--- src/rtl/lsu_pkg.sv ---
// Shared types and constants for the RV32I load/store unit.
// The func3 encodings are shared between loads and stores, so the store names alias the load ones.
package lsu_pkg;

  localparam logic [6:0] MEM_RD_OP = 7'b0000011;
  localparam logic [6:0] MEM_WR_OP = 7'b0100011;

  typedef enum logic [2:0] {
    LB  = 3'b000,
    LH  = 3'b001,
    LW  = 3'b010,
    LBU = 3'b100,
    LHU = 3'b101
  } func3_t;

  localparam func3_t SB = LB;
  localparam func3_t SH = LH;
  localparam func3_t SW = LW;

  typedef enum logic [1:0] {
    ST_IDLE = 2'b00,
    ST_REQ  = 2'b01,
    ST_WAIT = 2'b10,
    ST_DONE = 2'b11
  } lsu_state_t;

endpackage

--- src/rtl/lsu_align.sv ---
// Combinational byte-lane steering for RV32I accesses.
// Produces byte enables, replicated write data and the extended load result, plus legality flags.
module lsu_align
  import lsu_pkg::*;
(
  input  logic        is_store,
  input  logic [2:0]  func3,
  input  logic [1:0]  addr_lo,
  input  logic [31:0] store_data,
  input  logic [31:0] rdata,
  output logic [3:0]  be,
  output logic [31:0] wdata,
  output logic [31:0] load_data,
  output logic        misaligned,
  output logic        illegal
);

  logic [31:0] shifted;

  assign shifted = rdata >> {addr_lo, 3'b000};

  // Size/sign decode for both directions; unknown encodings flag illegal.
  always_comb begin
    be         = 4'b0000;
    wdata      = 32'h0000_0000;
    load_data  = 32'h0000_0000;
    misaligned = 1'b0;
    illegal    = 1'b0;
    if (is_store) begin
      case (func3)
        SB: begin
          be    = 4'b0001 << addr_lo;
          wdata = {4{store_data[7:0]}};
        end
        SH: begin
          be         = 4'b0011 << {addr_lo[1], 1'b0};
          wdata      = {2{store_data[15:0]}};
          misaligned = addr_lo[0];
        end
        SW: begin
          be         = 4'b1111;
          wdata      = store_data;
          misaligned = |addr_lo;
        end
        default: illegal = 1'b1;
      endcase
    end else begin
      be = 4'b1111;
      case (func3)
        LB:  load_data = {{24{shifted[7]}}, shifted[7:0]};
        LBU: load_data = {24'h00_0000, shifted[7:0]};
        LH: begin
          load_data  = {{16{shifted[15]}}, shifted[15:0]};
          misaligned = addr_lo[0];
        end
        LHU: begin
          load_data  = {16'h0000, shifted[15:0]};
          misaligned = addr_lo[0];
        end
        LW: begin
          load_data  = rdata;
          misaligned = |addr_lo;
        end
        default: illegal = 1'b1;
      endcase
    end
  end

endmodule

--- src/rtl/load_store_unit.sv ---
// RV32I load/store unit: IDLE/REQ/WAIT/DONE sequencer around a valid/grant data bus.
// Bus outputs are registered at accept and held until grant; lane logic lives in lsu_align.
module load_store_unit
  import lsu_pkg::*;
#(
  parameter int WIDTH = 32
) (
  input  logic             clk,
  input  logic             rst,
  input  logic             req_valid,
  input  logic [6:0]       opcode,
  input  logic [2:0]       func3,
  input  logic [WIDTH-1:0] addr,
  input  logic [WIDTH-1:0] store_data,
  output logic             stall,
  output logic             done,
  output logic             load_valid,
  output logic [WIDTH-1:0] load_data,
  output logic             fault,
  output logic             mem_req,
  output logic             mem_we,
  output logic [WIDTH-1:0] mem_addr,
  output logic [3:0]       mem_be,
  output logic [WIDTH-1:0] mem_wdata,
  input  logic             mem_gnt,
  input  logic             mem_rvalid,
  input  logic [WIDTH-1:0] mem_rdata
);

  lsu_state_t  state, next_state;
  logic        is_load_op, is_store_op, accept, bad;
  logic        op_store_r;
  logic [2:0]  func3_r;
  logic [1:0]  addr_lo_r;
  logic        sel_store;
  logic [2:0]  sel_func3;
  logic [1:0]  sel_addr_lo;
  logic [3:0]  be_s;
  logic [31:0] wdata_s, ld_s;
  logic        misaligned_s, illegal_s;

  assign is_load_op  = (opcode == MEM_RD_OP);
  assign is_store_op = (opcode == MEM_WR_OP);
  assign accept      = !rst && (state == ST_IDLE) && req_valid && (is_load_op || is_store_op);
  assign bad         = misaligned_s | illegal_s;

  // Live inputs drive the decode while idle; afterwards the latched copy steers load extraction.
  assign sel_store   = (state == ST_IDLE) ? is_store_op : op_store_r;
  assign sel_func3   = (state == ST_IDLE) ? func3 : func3_r;
  assign sel_addr_lo = (state == ST_IDLE) ? addr[1:0] : addr_lo_r;

  assign stall = accept | (state == ST_REQ) | (state == ST_WAIT);

  lsu_align u_align (
    .is_store   (sel_store),
    .func3      (sel_func3),
    .addr_lo    (sel_addr_lo),
    .store_data (store_data),
    .rdata      (mem_rdata),
    .be         (be_s),
    .wdata      (wdata_s),
    .load_data  (ld_s),
    .misaligned (misaligned_s),
    .illegal    (illegal_s)
  );

  // Next-state decode.
  always_comb begin
    next_state = state;
    case (state)
      ST_IDLE: begin
        if (accept) begin
          next_state = bad ? ST_DONE : ST_REQ;
        end else begin
          next_state = ST_IDLE;
        end
      end
      ST_REQ: begin
        if (mem_gnt) begin
          next_state = op_store_r ? ST_DONE : ST_WAIT;
        end else begin
          next_state = ST_REQ;
        end
      end
      ST_WAIT: begin
        if (mem_rvalid) begin
          next_state = ST_DONE;
        end else begin
          next_state = ST_WAIT;
        end
      end
      ST_DONE: next_state = ST_IDLE;
      default: next_state = ST_IDLE;
    endcase
  end

  // State register, latched request fields and registered bus/result outputs.
  always_ff @(posedge clk) begin
    if (rst) begin
      state      <= ST_IDLE;
      op_store_r <= 1'b0;
      func3_r    <= 3'b000;
      addr_lo_r  <= 2'b00;
      mem_req    <= 1'b0;
      mem_we     <= 1'b0;
      mem_addr   <= '0;
      mem_be     <= 4'b0000;
      mem_wdata  <= '0;
      load_data  <= '0;
      done       <= 1'b0;
      load_valid <= 1'b0;
      fault      <= 1'b0;
    end else begin
      state      <= next_state;
      mem_req    <= (next_state == ST_REQ);
      done       <= (next_state == ST_DONE);
      fault      <= accept && bad;
      load_valid <= (state == ST_WAIT) && mem_rvalid;
      if (accept) begin
        op_store_r <= is_store_op;
        func3_r    <= func3;
        addr_lo_r  <= addr[1:0];
      end
      if (accept && !bad) begin
        mem_addr  <= {addr[WIDTH-1:2], 2'b00};
        mem_we    <= is_store_op;
        mem_be    <= be_s;
        mem_wdata <= is_store_op ? wdata_s : '0;
      end
      if ((state == ST_WAIT) && mem_rvalid) begin
        load_data <= ld_s;
      end
    end
  end

endmodule
--- config.mk ---
export PLATFORM = sky130hd
export DESIGN_NAME = load_store_unit
export DESIGN_NICKNAME = d
export VERILOG_FILES = /design/src/rtl/lsu_pkg.sv /design/src/rtl/lsu_align.sv /design/src/rtl/load_store_unit.sv
export SDC_FILE = /design/constraint.sdc
export NUM_CORES = 1
export LEC_CHECK = 0
export BUFFER_PORTS_ARGS = -buffer_cell sky130_fd_sc_hd__buf_2
export CAP_MARGIN = 0
export CORE_MARGIN = 2
export CORE_UTILIZATION = 40
export CTS_CLUSTER_SIZE = 16
export DETAILED_ROUTE_END_ITERATION = 6
export PLACE_DENSITY = 0.72
export SLEW_MARGIN = 5
export SYNTH_ARGS = -nofsm -noshare
export SYNTH_HDL_FRONTEND = slang
export SYNTH_SLANG_ARGS = --single-unit
export TNS_END_PERCENT = 20
--- constraint.sdc ---
create_clock -name clk -period 2 [get_ports clk]
set_clock_uncertainty 0.05 [all_clocks]
set_input_delay 0.1 -clock clk [delete_from_list [all_inputs] [get_ports clk]]
set_output_delay 0.1 -clock clk [all_outputs]
set_load 0.01 [all_outputs]
**Word level (Yosys, flattened, before mapping)**

Cells that the tools add are included.

- Register bits after elaboration: 111
- Input bits: 111
- Output and inout port bits: 106
- Word-level logic and storage cells: 67

- Eq/ne operators: 11
- Shift-type cells: 3
- Multiplexer cells: 22
- Bitwise gates (word level): 3
- Reductions and logical operators: 15

Operators with widths:

| operator | count |
|---|---|
| 32-bit one-hot mux with 5 select lines | 1 |
| 32-bit 2-to-1 mux | 3 |
| 32-bit one-hot mux with 3 select lines | 1 |
| 32-bit by 5-bit right shift with 16-bit output | 1 |
| 4-bit one-hot mux with 3 select lines | 1 |
| 2-bit 2-to-1 mux | 4 |
| 2-bit one-hot mux with 4 select lines | 1 |
| 7-bit by 2-bit == test with 1-bit output, second input constant | 1 |
| 7-bit by 6-bit == test with 1-bit output, second input constant | 1 |
| 1-bit 2-to-1 mux | 7 |
| 2-bit == test, second input constant | 3 |
| 3-bit == test, second input constant | 2 |
| 1-bit logical AND | 6 |
| 5-bit OR reduction | 1 |
| 2-bit by 1-bit == test with 1-bit output, second input constant | 2 |
| 4-bit 2-to-1 mux | 1 |
| 1-bit one-hot mux with 2 select lines | 2 |
| 2-bit OR reduction | 2 |
| 1-bit by 2-bit left shift with 4-bit output, first input constant | 1 |
| 2-bit by 2-bit left shift with 4-bit output, first input constant | 1 |
| 3-bit by 1-bit == test with 1-bit output, second input constant | 1 |
| 3-bit by 2-bit == test with 1-bit output, second input constant | 1 |
| 3-bit zero test | 1 |
| 3-bit 2-to-1 mux | 1 |
| other kinds (5) | 8 |

**Logic depth before layout (Yosys ltp)**

Gate-level depths: netlist (run 1).

- Word-level depth: 11
- Gate-level depth with buffers: 9
- Depth with buffers taken out: 5

**Modules after synthesis**

Synthesis (run 1) repeated with hierarchy kept, for this count alone.

- Cell total of the unflattened synthesis: 651
- Area total of the unflattened synthesis: 5322.6 sq um

Modules (own cells, without submodules):

| module | times used | cells an instance | area an instance (sq um) | sequential area each (sq um) |
|---|---|---|---|---|
| load_store_unit | 1 | 427 | 3856.2 | 2222.1 |
| lsu_align | 1 | 224 | 1466.4 | 0.0 |

**Worst setup path before layout (run 1)**

Ideal clock, no wire load.

- Path kind: reg-to-reg
- Start: register state[1]
- End: register mem_wdata[29]
- Arrival time: 1905 ps
- Required time: 1831 ps
- Path slack: -74 ps
- Cell stages (with the launch flop): 8
- Path buffers: 2
- Period minus slack after synthesis: 2074 ps
- Cells stage by stage: dfxtp_1 buf_4 nor2_1 mux2i_1 buf_2 mux2_2 a22oi_1 o2bb2ai_1

- Word-level cells in the longest chain between the ends: 9
- Elaborated cells between the ends (all ways): 28
- Classes of those cells: eq/ne: 4; mux: 12; bitwise: 1; reduce/logical: 11

RTL lines:

| element | line | text |
|---|---|---|
| start, declared | load_store_unit.sv:30 | `lsu_state_t state, next_state;` |
| start signal, assigned | load_store_unit.sv:114 | `state <= next_state;` |
| 2-bit zero test * | - |  |
| 3-bit 2-to-1 mux | load_store_unit.sv:49 | `assign sel_func3 = (state == ST_IDLE) ? func3 : func3_r;` |
| 3-bit by 1-bit == test with 1-bit output (tied with other cells) | lsu_align.sv:30, lsu_align.sv:49 |  |
| 2-bit OR reduction (no source line) (tied with other cells) | - |  |
| 1-bit one-hot mux with 2 select lines (tied with other cells) | lsu_align.sv:49 | `case (func3)` |
| 1-bit 2-to-1 mux | lsu_align.sv:29 | `if (is_store) begin` |
| 1-bit bitwise OR | load_store_unit.sv:45 | `assign bad = misaligned_s \| illegal_s;` |
| 1-bit zero test | load_store_unit.sv:124 | `if (accept && !bad) begin` |
| 1-bit logical AND | load_store_unit.sv:124 |  |
| end signal, assigned | load_store_unit.sv:128 | `mem_wdata <= is_store_op ? wdata_s : '0;` |
| end, declared | load_store_unit.sv:24 | `output logic [WIDTH-1:0] mem_wdata,` |

Mark *: on every way between the ends. The rest lies on a longest branch, timed or not.
A chain may end at the register's enable or synchronous reset.

**Worst setup path after layout (run 1)**

- Start: register state[0]
- End: register mem_wdata[2]

Same word-level chain as after synthesis.

==> results.sh, run 1 <==
export IMPL_status="finished, violations left"
export IMPL_violations="hold timing, setup timing"
export IMPL_fp_row_count=42
export IMPL_clkSinkCount=111
export IMPL_core_um2=13350
export IMPL_holdPathStages=3
export IMPL_p_total_w=0.004833
export IMPL_drtIter0Drc=500
export IMPL_syn_inst=580
export IMPL_start_util_pct=41.27
export IMPL_ys_seq_elements=111
export IMPL_dpl_hpwl_mm=12.53
export IMPL_io_buffers=214
export IMPL_yosysSeqAreaShare_pct=40.34
export IMPL_clk_latency_ns=0.35
export IMPL_dr_pass1_iters=5
export IMPL_via_per_inst=5.469
export IMPL_cap_violations=0
export IMPL_worstSetupStartpointType="flop"
export IMPL_layout_commonest_cell="buf_2"
export IMPL_hold_ws_ns=-0.0002905
export IMPL_grt_antenna_before_repair=0
export IMPL_synth_edf_count=0
export IMPL_die_h_um=121.4
export IMPL_power_frac_seq_pct=45.7
export IMPL_min_from="store_data[17]"
export IMPL_yosys_cell_types_count=68
export IMPL_clkPwrFrac_pct=39.6
export IMPL_endpoint_kind="flop"
export IMPL_fin_util_pct=64.00
export IMPL_grt_pass1_wl_mm=29.04
export IMPL_r2r_worst_path_cells=9
export IMPL_grt_pass1_vias=5712
export IMPL_timing_rr_start="state[0]$_SDFF_PP0_"
export IMPL_r2r_slack_ns=-0.09
export IMPL_grt_max_degree=49
export IMPL_hold_class="in2reg"
export IMPL_clock_root_buffer="clkbuf_16"
export IMPL_cts_made_buffers=9
export IMPL_worst_hold_path_endpoint="mem_wdata[17]$_SDFFE_PP0P_"
export IMPL_drt_wl_total_mm=19.30
export IMPL_synthArstFlopShare_pct=0
export IMPL_synthToLayoutAreaGrowth_pct=55.08
export IMPL_netSwitchingFraction_pct=24.93
export IMPL_nFillCells=1061
export IMPL_place_gp_congestion=0.8942
export IMPL_combPwrFrac_pct=14.7
export IMPL_yosysWarnings=0
export IMPL_grt_ovfl_total=0
export IMPL_internal_power_w=0.003628
export IMPL_die_area_um2=14730
export IMPL_drtAntennaViolNets=0
export IMPL_layout_cells_non_filler=1098
export IMPL_finalCritPeriodShare_pct=104.4
export IMPL_fp_dieW_um=121.4
export IMPL_final_cell_mix="buf_2, dfxtp_1, dlygate4sd3_1"
export IMPL_switchingPower_w=0.001205
export IMPL_grt_use_total_pct=24.80
export IMPL_critPathKind="reg2reg"
export IMPL_arrival_ns=2.29
export IMPL_vdd_drop_max_v=0.0003747
export IMPL_required_ns=2.20
export IMPL_cts_max_level=3
export IMPL_fin_ws_ns=-0.08844
export IMPL_ys_flop_type="dfxtp_1"
export IMPL_clockBufferDepth=2
export IMPL_leakagePower_nw=3.743
export IMPL_dp_slack_ns=-0.1474
export IMPL_drv_slew=0
export IMPL_io_pins=217
export IMPL_drc_errors=0
export IMPL_min_period_ns=2.088
export IMPL_final_layout_size_suffix_gt1_share_pct=40.39
export IMPL_hold_violations=1
export IMPL_clock_fmax_mhz=478.8
export IMPL_placed_cells=990
export IMPL_synth_avg_cell_area_um2=9.498
export IMPL_crit_fanout=16
export IMPL_via_count=6005
export IMPL_clkTransAtPathRegs_ns=0.07
export IMPL_reg2reg_to="mem_wdata[2]$_SDFFE_PP0P_"
export IMPL_wire_per_inst_um=17.58
export IMPL_setup_viol=60
export IMPL_power_density_nw_per_um2=565.7
export IMPL_synth_cell_area_um2=5509
export IMPL_grt_setup_unrepaired="true"
export IMPL_cts_tree="yes"
export IMPL_fin_nets=1027
synthesized netlist by cell type, types with 7 or more instances:
cell       instances  share of area (%)
a21oi_1            8               0.73
nand2b_1          61                6.9
nand3_1           24                2.2
a31oi_1           14                1.6
buf_4              7               0.95
nand2_1           20                1.4
mux2i_1           36                6.5
o2bb2ai_1         24                3.8
a2111oi_0          7                1.1
clkbuf_1          24                1.6
buf_2             11                1.0
a22o_1             8                1.3
mux2_2             8                1.6
a311oi_1           9                1.4
nor2_1            18                1.2
a22oi_1           43                5.9
o21ai_0           46                4.2
dfxtp_1          111                 40
kinds of logic (layout without fill, tap and decap cells):
logic type	after synthesis	count (layout)	synth area share, %
simple gates	164	164	17.56
flops	111	111	40.34
compound gates	206	206	28.03
buf+inv	54	394	5.837
mux	44	44	8.176
other cells	1	3	0.06807
metrics by stage:
stage                     area (um^2)  TNS [ns]
after floorplan                  5519   -0.1994
after global placement           7087    -7.741
after detailed placement         7087    -10.46
after CTS                        8253   -0.7888
after global routing             8541    -8.873
final                            8543    -2.663
power by group through the flow:
stage / registers [W] / logic, W / clock network, W
finish: 0.00221 / 0.000711 / 0.00191
global route: 0.00221 / 0.000761 / 0.00203
CTS: 0.00221 / 0.000662 / 0.00194
detailed placement: 0.00226 / 0.000531 / 0
global placement: 0.00226 / 0.000529 / 0
floorplan: 0.00226 / 0.000263 / 0
worst max path at each step:
stage | start | endpoint | slack, ns | depth (start not counted)
after floorplan | state[1]$_SDFF_PP0_ | mem_addr[10]$_SDFFE_PP0P_ | -0.007 | 8
after global placement | state[1]$_SDFF_PP0_ | load_data[20]$_SDFFE_PP0P_ | -0.12 | 7
after detailed placement | state[1]$_SDFF_PP0_ | mem_addr[11]$_SDFFE_PP0P_ | -0.15 | 7
after CTS | state[1]$_SDFF_PP0_ | mem_wdata[29]$_SDFFE_PP0P_ | -0.05 | 6
after global routing | state[1]$_SDFF_PP0_ | mem_wdata[16]$_SDFFE_PP0P_ | -0.15 | 6
final | state[0]$_SDFF_PP0_ | mem_wdata[2]$_SDFFE_PP0P_ | -0.09 | 9
layout make-up:
| cell class | count | area, um^2 | area share (%) |
|---|---|---|---|
| antenna | 1 | 2.502 | 0.02929 |
| clock inverter | 5 | 63.81 | 0.7469 |
| timing repair buffer | 374 | 2609 | 30.54 |
| sequential | 111 | 2230 | 26.10 |
| multi-input combinational | 416 | 3151 | 36.88 |
| tap | 176 | 220.2 | 2.578 |
| clock buffer | 11 | 252.7 | 2.958 |
| inverter | 4 | 15.01 | 0.1757 |
registers in the layout, indices dropped and copies added, names as in the netlist:
name        cells
load_data      32
load_valid      1
mem_addr       30
op_store_r      1
addr_lo_r       2
mem_wdata      32
state           2
func3_r         3
mem_we          1
mem_be          4
done            1
mem_req         1
fault           1
critical path, cell delays in order, from the launching register on:
cell	delay [ns]
dfxtp_4	0.38
buf_6	0.13
nor4_4	0.29
buf_4	0.18
a21oi_4	0.04
o221ai_4	0.19
buf_4	0.16
a31oi_4	0.13
buf_12	0.19
a22o_1	0.23
per-layer routing:
metal	track usage (%)	part of all wire, %	up-vias	wire (um)
met3	5.592	7.1	69	1374
li1	-	-	2864	-
met4	14.15	4.8	0	921
met1	30.14	40	2760	7744
met5	0	0	-	0
met2	40.31	48	312	9262
timing repair:
action / in CTS / in global routing
pin swaps: 1 / 10
setup endpoints to repair: 101 / 102
endpoints found under the hold margin: 78 / 0
hold buffers: 78 / 0
gates cloned: 0 / 4
setup buffers: 2 / 7
resized for setup: 15 / 39
(Power assumes the default switching activity.)
==> run 2, diff against run 1 <==
Settings changed: CELL_PAD_IN_SITES_DETAIL_PLACEMENT from default to 0, CELL_PAD_IN_SITES_GLOBAL_PLACEMENT from default to 1, CORE_UTILIZATION 40 to 32, PLACE_DENSITY 0.72 to 0.78.
==> results.sh, run 2 (synthesis gave the netlist of run 1 again) <==
export IMPL_status="finished, violations left"
export IMPL_violations="setup timing"
export IMPL_fin_util_pct=52.40
export IMPL_min_period_ns=2.052
export IMPL_crit_path_top_delay_cell="or3b_4"
export IMPL_clockBufferDepth=2
export IMPL_power_density_nw_per_um2=541.8
export IMPL_hold_class="in2reg"
export IMPL_drt_wl_total_mm=20.07
export IMPL_drtAntennaViolNets=0
export IMPL_die_area_um2=18280
export IMPL_drv_slew=0
export IMPL_grt_antenna_before_repair=1
export IMPL_grt_util_met3_pct=4.714
export IMPL_grt_use_met1_pct=25.92
export IMPL_clkTransAtPathRegs_ns=0.08
export IMPL_cts_made_buffers=9
export IMPL_fp_row_count=47
export IMPL_grt_pass1_wl_mm=30.19
export IMPL_p_total_w=0.004742
export IMPL_crit_fanout=8
export IMPL_startpoint="state[0]$_SDFF_PP0_"
export IMPL_layout_commonest_cell="buf_2"
export IMPL_clk_latency_ns=0.36
export IMPL_dr_pass1_iters=5
export IMPL_io_buffers=214
export IMPL_io_pins=217
export IMPL_r2r_slack_ns=-0.05
export IMPL_drc_errors=0
export IMPL_cap_violations=0
export IMPL_clock_root_buffer="clkbuf_16"
export IMPL_drtIter0Drc=354
export IMPL_vdd_drop_max_v=0.0004087
export IMPL_cts_max_level=3
export IMPL_grt_use_total_pct=20.88
export IMPL_slowest_delay_ns=0.43
export IMPL_clkSinkCount=111
export IMPL_leakagePower_nw=3.777
export IMPL_fin_nets=1038
export IMPL_grt_setup_unrepaired="true"
export IMPL_top_usage_layer="met2"
export IMPL_place_gp_congestion=0.8823
export IMPL_worstSetupStartpointType="flop"
export IMPL_register_area_um2=2230
export IMPL_endpoint_kind="flop"
export IMPL_final_cell_area_um2=8752
export IMPL_fp_dieW_um=135.2
export IMPL_hold_violations=0
export IMPL_grt_util_met2_pct=33.84
export IMPL_finalCritPeriodShare_pct=102.6
export IMPL_start_util_pct=32.99
export IMPL_via_per_inst=5.181
export IMPL_critical_path_top_delay_family="simple AND/OR/NAND/NOR gates"
export IMPL_min_from="mem_rdata[2]"
export IMPL_critPathKind="reg2reg"
export IMPL_synthToLayoutAreaGrowth_pct=58.87
export IMPL_grt_ovfl_total=0
export IMPL_wire_per_inst_um=17.39
export IMPL_final_cell_mix="buf_2, dfxtp_1, dlygate4sd3_1"
export IMPL_nFillCells=1508
export IMPL_core_um2=16700
export IMPL_final_layout_size_suffix_gt1_share_pct=40.56
export IMPL_dpl_hpwl_mm=13.67
export IMPL_reg_top3="load_data x32, mem_wdata x32, mem_addr x30"
export IMPL_critPathBufInv=1
export IMPL_clock_fmax_mhz=487.4
export IMPL_grt_max_degree=35
export IMPL_grt_pass1_vias=5841
export IMPL_die_h_um=135.2
export IMPL_placed_cell_area_um2=7234
export IMPL_via_count=5979
export IMPL_cts_tree="yes"
export IMPL_required_ns=2.24
export IMPL_fin_ws_ns=-0.05178
export IMPL_finalSetupTns_ns=-0.7415
export IMPL_arrival_ns=2.29
export IMPL_crit_chain="or3b_4 > and2_4 > o221ai_4 > and3_4 > buf_12 > mux2i_4"
export IMPL_setup_viol=46
export IMPL_dp_slack_ns=-0.1171
export IMPL_timing_rr_start="state[0]$_SDFF_PP0_"
export IMPL_multiInputGateArea_um2=3214
[run 2: worst paths after layout]
check / cells after the start / to
max: 6 / mem_addr[17]$_SDFFE_PP0P_
min: 3 / load_data[2]$_SDFFE_PP0P_
max reg2reg: 6 / mem_addr[17]$_SDFFE_PP0P_
min reg2reg: 2 / load_data[2]$_SDFFE_PP0P_
[run 2: layer usage]
metal  up-vias  wire (um)
met5         -          0
met4         0        796
met3        50       1068
met2       193       9739
met1      2845       8461
li1       2891          -
[run 2: where the power goes]
group / internal, W / switching [W]
sequential: 0.00221 / 0.00000170
combinational: 0.000397 / 0.000352
clock: 0.000868 / 0.000915
total: 0.00347 / 0.00127
[run 2: tightest hold or removal path, stage by stage]
cell	delay [ns]
buf_2	0.09
o21ai_0	0.07
o21ai_0	0.12
[run 2: final cells by class]
type | instances | share of cell area (%)
clock inverter | 6 | 0.6004
antenna | 2 | 0.05718
tap | 220 | 3.145
inverter | 4 | 0.1716
timing repair buffer | 385 | 31.21
multi-input combinational | 416 | 36.73
clock buffer | 10 | 2.616
sequential | 111 | 25.48
[run 2: stage by stage]
stage                     hold WS, ns  instances
after floorplan                0.1755        581
after global placement         0.3107       1043
after detailed placement       0.3160       1043
after CTS                   0.0002975       1145
after global routing         0.009551       1153
final                        0.006644       1154
[run 2: timing repair]
item                       4_1_cts  5_1_grt
resized for setup               18       52
hold endpoints to repair        85        0
pin swaps                        0       13
buffers inserted                 1        4
setup endpoints to repair      101      102
hold buffers                    85        0
cloned                           0        4
==> run 3, diff against run 2 <==
Settings changed: SKIP_LAST_GASP from default to 1.
==> results.sh, run 3 (synthesis gave the netlist of run 1 again) <==
export IMPL_io_buffers=214
export IMPL_crit_chain="or3b_4 > and2_4 > o221ai_4 > and3_4 > buf_12 > mux2i_4"
export IMPL_power_density_nw_per_um2=544.1
export IMPL_cap_violations=0
export IMPL_r2r_slack_ns=-0.05
export IMPL_io_pins=217
export IMPL_holdPathStages=3
export IMPL_layout_commonest_cell="buf_2"
export IMPL_min_period_ns=2.054
export IMPL_grt_ovfl_total=0
export IMPL_drv_slew=0
export IMPL_fp_dieW_um=135.2
export IMPL_start_util_pct=32.99
export IMPL_crit_fanout=8
export IMPL_min_from="mem_rdata[2]"
export IMPL_cts_tree="yes"
export IMPL_hold_class="in2reg"
export IMPL_dpl_hpwl_mm=13.67
export IMPL_die_h_um=135.2
export IMPL_violations="setup timing"
export IMPL_fp_row_count=47
export IMPL_multiInputGateArea_um2=3171
export IMPL_place_gp_congestion=0.8823
export IMPL_worst_hold_path_endpoint="load_data[2]$_SDFFE_PP0P_"
export IMPL_clockBufferDepth=2
export IMPL_clkTransAtPathRegs_ns=0.08
export IMPL_critPathBufInv=1
export IMPL_critical_path_top_delay_family="simple AND/OR/NAND/NOR gates"
export IMPL_finalSetupTns_ns=-0.8648
export IMPL_cts_max_level=3
export IMPL_wire_per_inst_um=17.34
export IMPL_hold_ws_ns=0.004911
export IMPL_via_count=5986
export IMPL_fin_nets=1038
export IMPL_required_ns=2.23
export IMPL_die_area_um2=18280
export IMPL_grt_max_degree=35
export IMPL_r2r_worst_path_cells=6
export IMPL_drc_errors=0
export IMPL_reg2reg_to="mem_addr[17]$_SDFFE_PP0P_"
export IMPL_vdd_drop_max_v=0.0004084
export IMPL_reg_top3="load_data x32, mem_wdata x32, mem_addr x30"
export IMPL_via_per_inst=5.187
export IMPL_final_layout_size_suffix_gt1_share_pct=40.02
export IMPL_arrival_ns=2.29
export IMPL_hold_violations=0
export IMPL_slowest_delay_ns=0.43
export IMPL_clock_fmax_mhz=486.8
export IMPL_grt_antenna_before_repair=1
export IMPL_register_area_um2=2230
export IMPL_clk_latency_ns=0.36
export IMPL_grt_pass1_vias=5845
export IMPL_critPathKind="reg2reg"
export IMPL_cp_depth=6
export IMPL_dr_pass1_iters=5
export IMPL_crit_path_top_delay_cell="or3b_4"
export IMPL_clkSinkCount=111
export IMPL_grt_setup_unrepaired="true"
export IMPL_cts_made_buffers=9
export IMPL_grt_use_total_pct=20.87
export IMPL_final_cell_mix="buf_2, dfxtp_1, dlygate4sd3_1"
export IMPL_drtAntennaViolNets=0
export IMPL_nFillCells=1509
export IMPL_timing_rr_start="state[0]$_SDFF_PP0_"
export IMPL_fin_ws_ns=-0.05426
export IMPL_synthToLayoutAreaGrowth_pct=57.87
export IMPL_clock_root_buffer="clkbuf_16"
export IMPL_finalCritPeriodShare_pct=102.7
export IMPL_drtIter0Drc=379
export IMPL_core_um2=16700
export IMPL_leakagePower_nw=3.763
export IMPL_worstSetupStartpointType="flop"
export IMPL_grt_pass1_wl_mm=30.19
export IMPL_endpoint_kind="flop"
export IMPL_drt_wl_total_mm=20.01
export IMPL_status="finished, violations left"
export IMPL_setup_viol=64
-- run 3: changes by cell type in the layout (fill, tap and decap cells not counted), sizes merged --
cell    before  now
buf        298  297
clkbuf      12   13
-- run 3: layout make-up --
cell class                 count  share of cell area (%)
timing repair buffer         385                   31.28
sequential                   111                   25.64
clock inverter                 6                  0.6042
tap                          220                   3.165
multi-input combinational    416                   36.46
clock buffer                  10                   2.633
antenna                        2                 0.05755
inverter                       4                  0.1726
-- run 3: worst max path at each step --
stage / startpoint / end / slack, ns
3_3_place_gp: state[1]$_SDFF_PP0_ / load_data[15]$_SDFFE_PP0P_ / -0.08
4_1_cts: state[1]$_SDFF_PP0_ / load_data[2]$_SDFFE_PP0P_ / -0.05
5_1_grt: state[0]$_SDFF_PP0_ / mem_addr[17]$_SDFFE_PP0P_ / -0.12
2_1_floorplan: state[1]$_SDFF_PP0_ / mem_addr[10]$_SDFFE_PP0P_ / -0.007
3_5_place_dp: state[1]$_SDFF_PP0_ / load_data[1]$_SDFFE_PP0P_ / -0.12
6_report: state[0]$_SDFF_PP0_ / mem_addr[17]$_SDFFE_PP0P_ / -0.05
-- run 3: where the power goes --
part	internal [W]	switching (W)
Combinational	0.000391	0.000347
Clock	0.000868	0.000917
Sequential	0.00221	0.00000168
-- run 3: timing repair --
item                                    in CTS  in global routing
endpoints found under the setup margin     101                102
hold buffers                                85                  0
hold endpoints to repair                    85                  0
setup buffers                                1                  4
cloned                                       0                  4
resized for setup                           16                 41
pin swaps                                    0                 10
-- run 3: per-layer routing --
layer | vias up | track usage [%] | routed length [um]
met5 | - | 0 | 0
met4 | 0 | 11.05 | 774
met3 | 50 | 4.714 | 1159
met2 | 214 | 33.84 | 9719
met1 | 2832 | 25.90 | 8361
li1 | 2890 | - | -
-- run 3: stage by stage --
stage          util [%]  power, W  std cells  area, um^2  setup slack, ns
2_1_floorplan         -  0.002527        581        5519        -0.007340
3_3_place_gp      43.32  0.002813       1043        7234         -0.08203
3_5_place_dp      43.32  0.002814       1043        7234          -0.1171
4_1_cts           50.39  0.004725       1145        8416         -0.04672
5_1_grt           52.06  0.004909       1153        8695          -0.1213
6_report          52.08  0.004732       1154        8697         -0.05426
-- run 3: worst register-to-register path: cells and delay by family (launching register included) --
family                 cells  cell delay [ns]
and+or+nand+nor            3             0.94
muxes                      1             0.22
AOI/OAI and AO/OA          1             0.23
DFF                        1             0.37
buffers and inverters      1             0.16
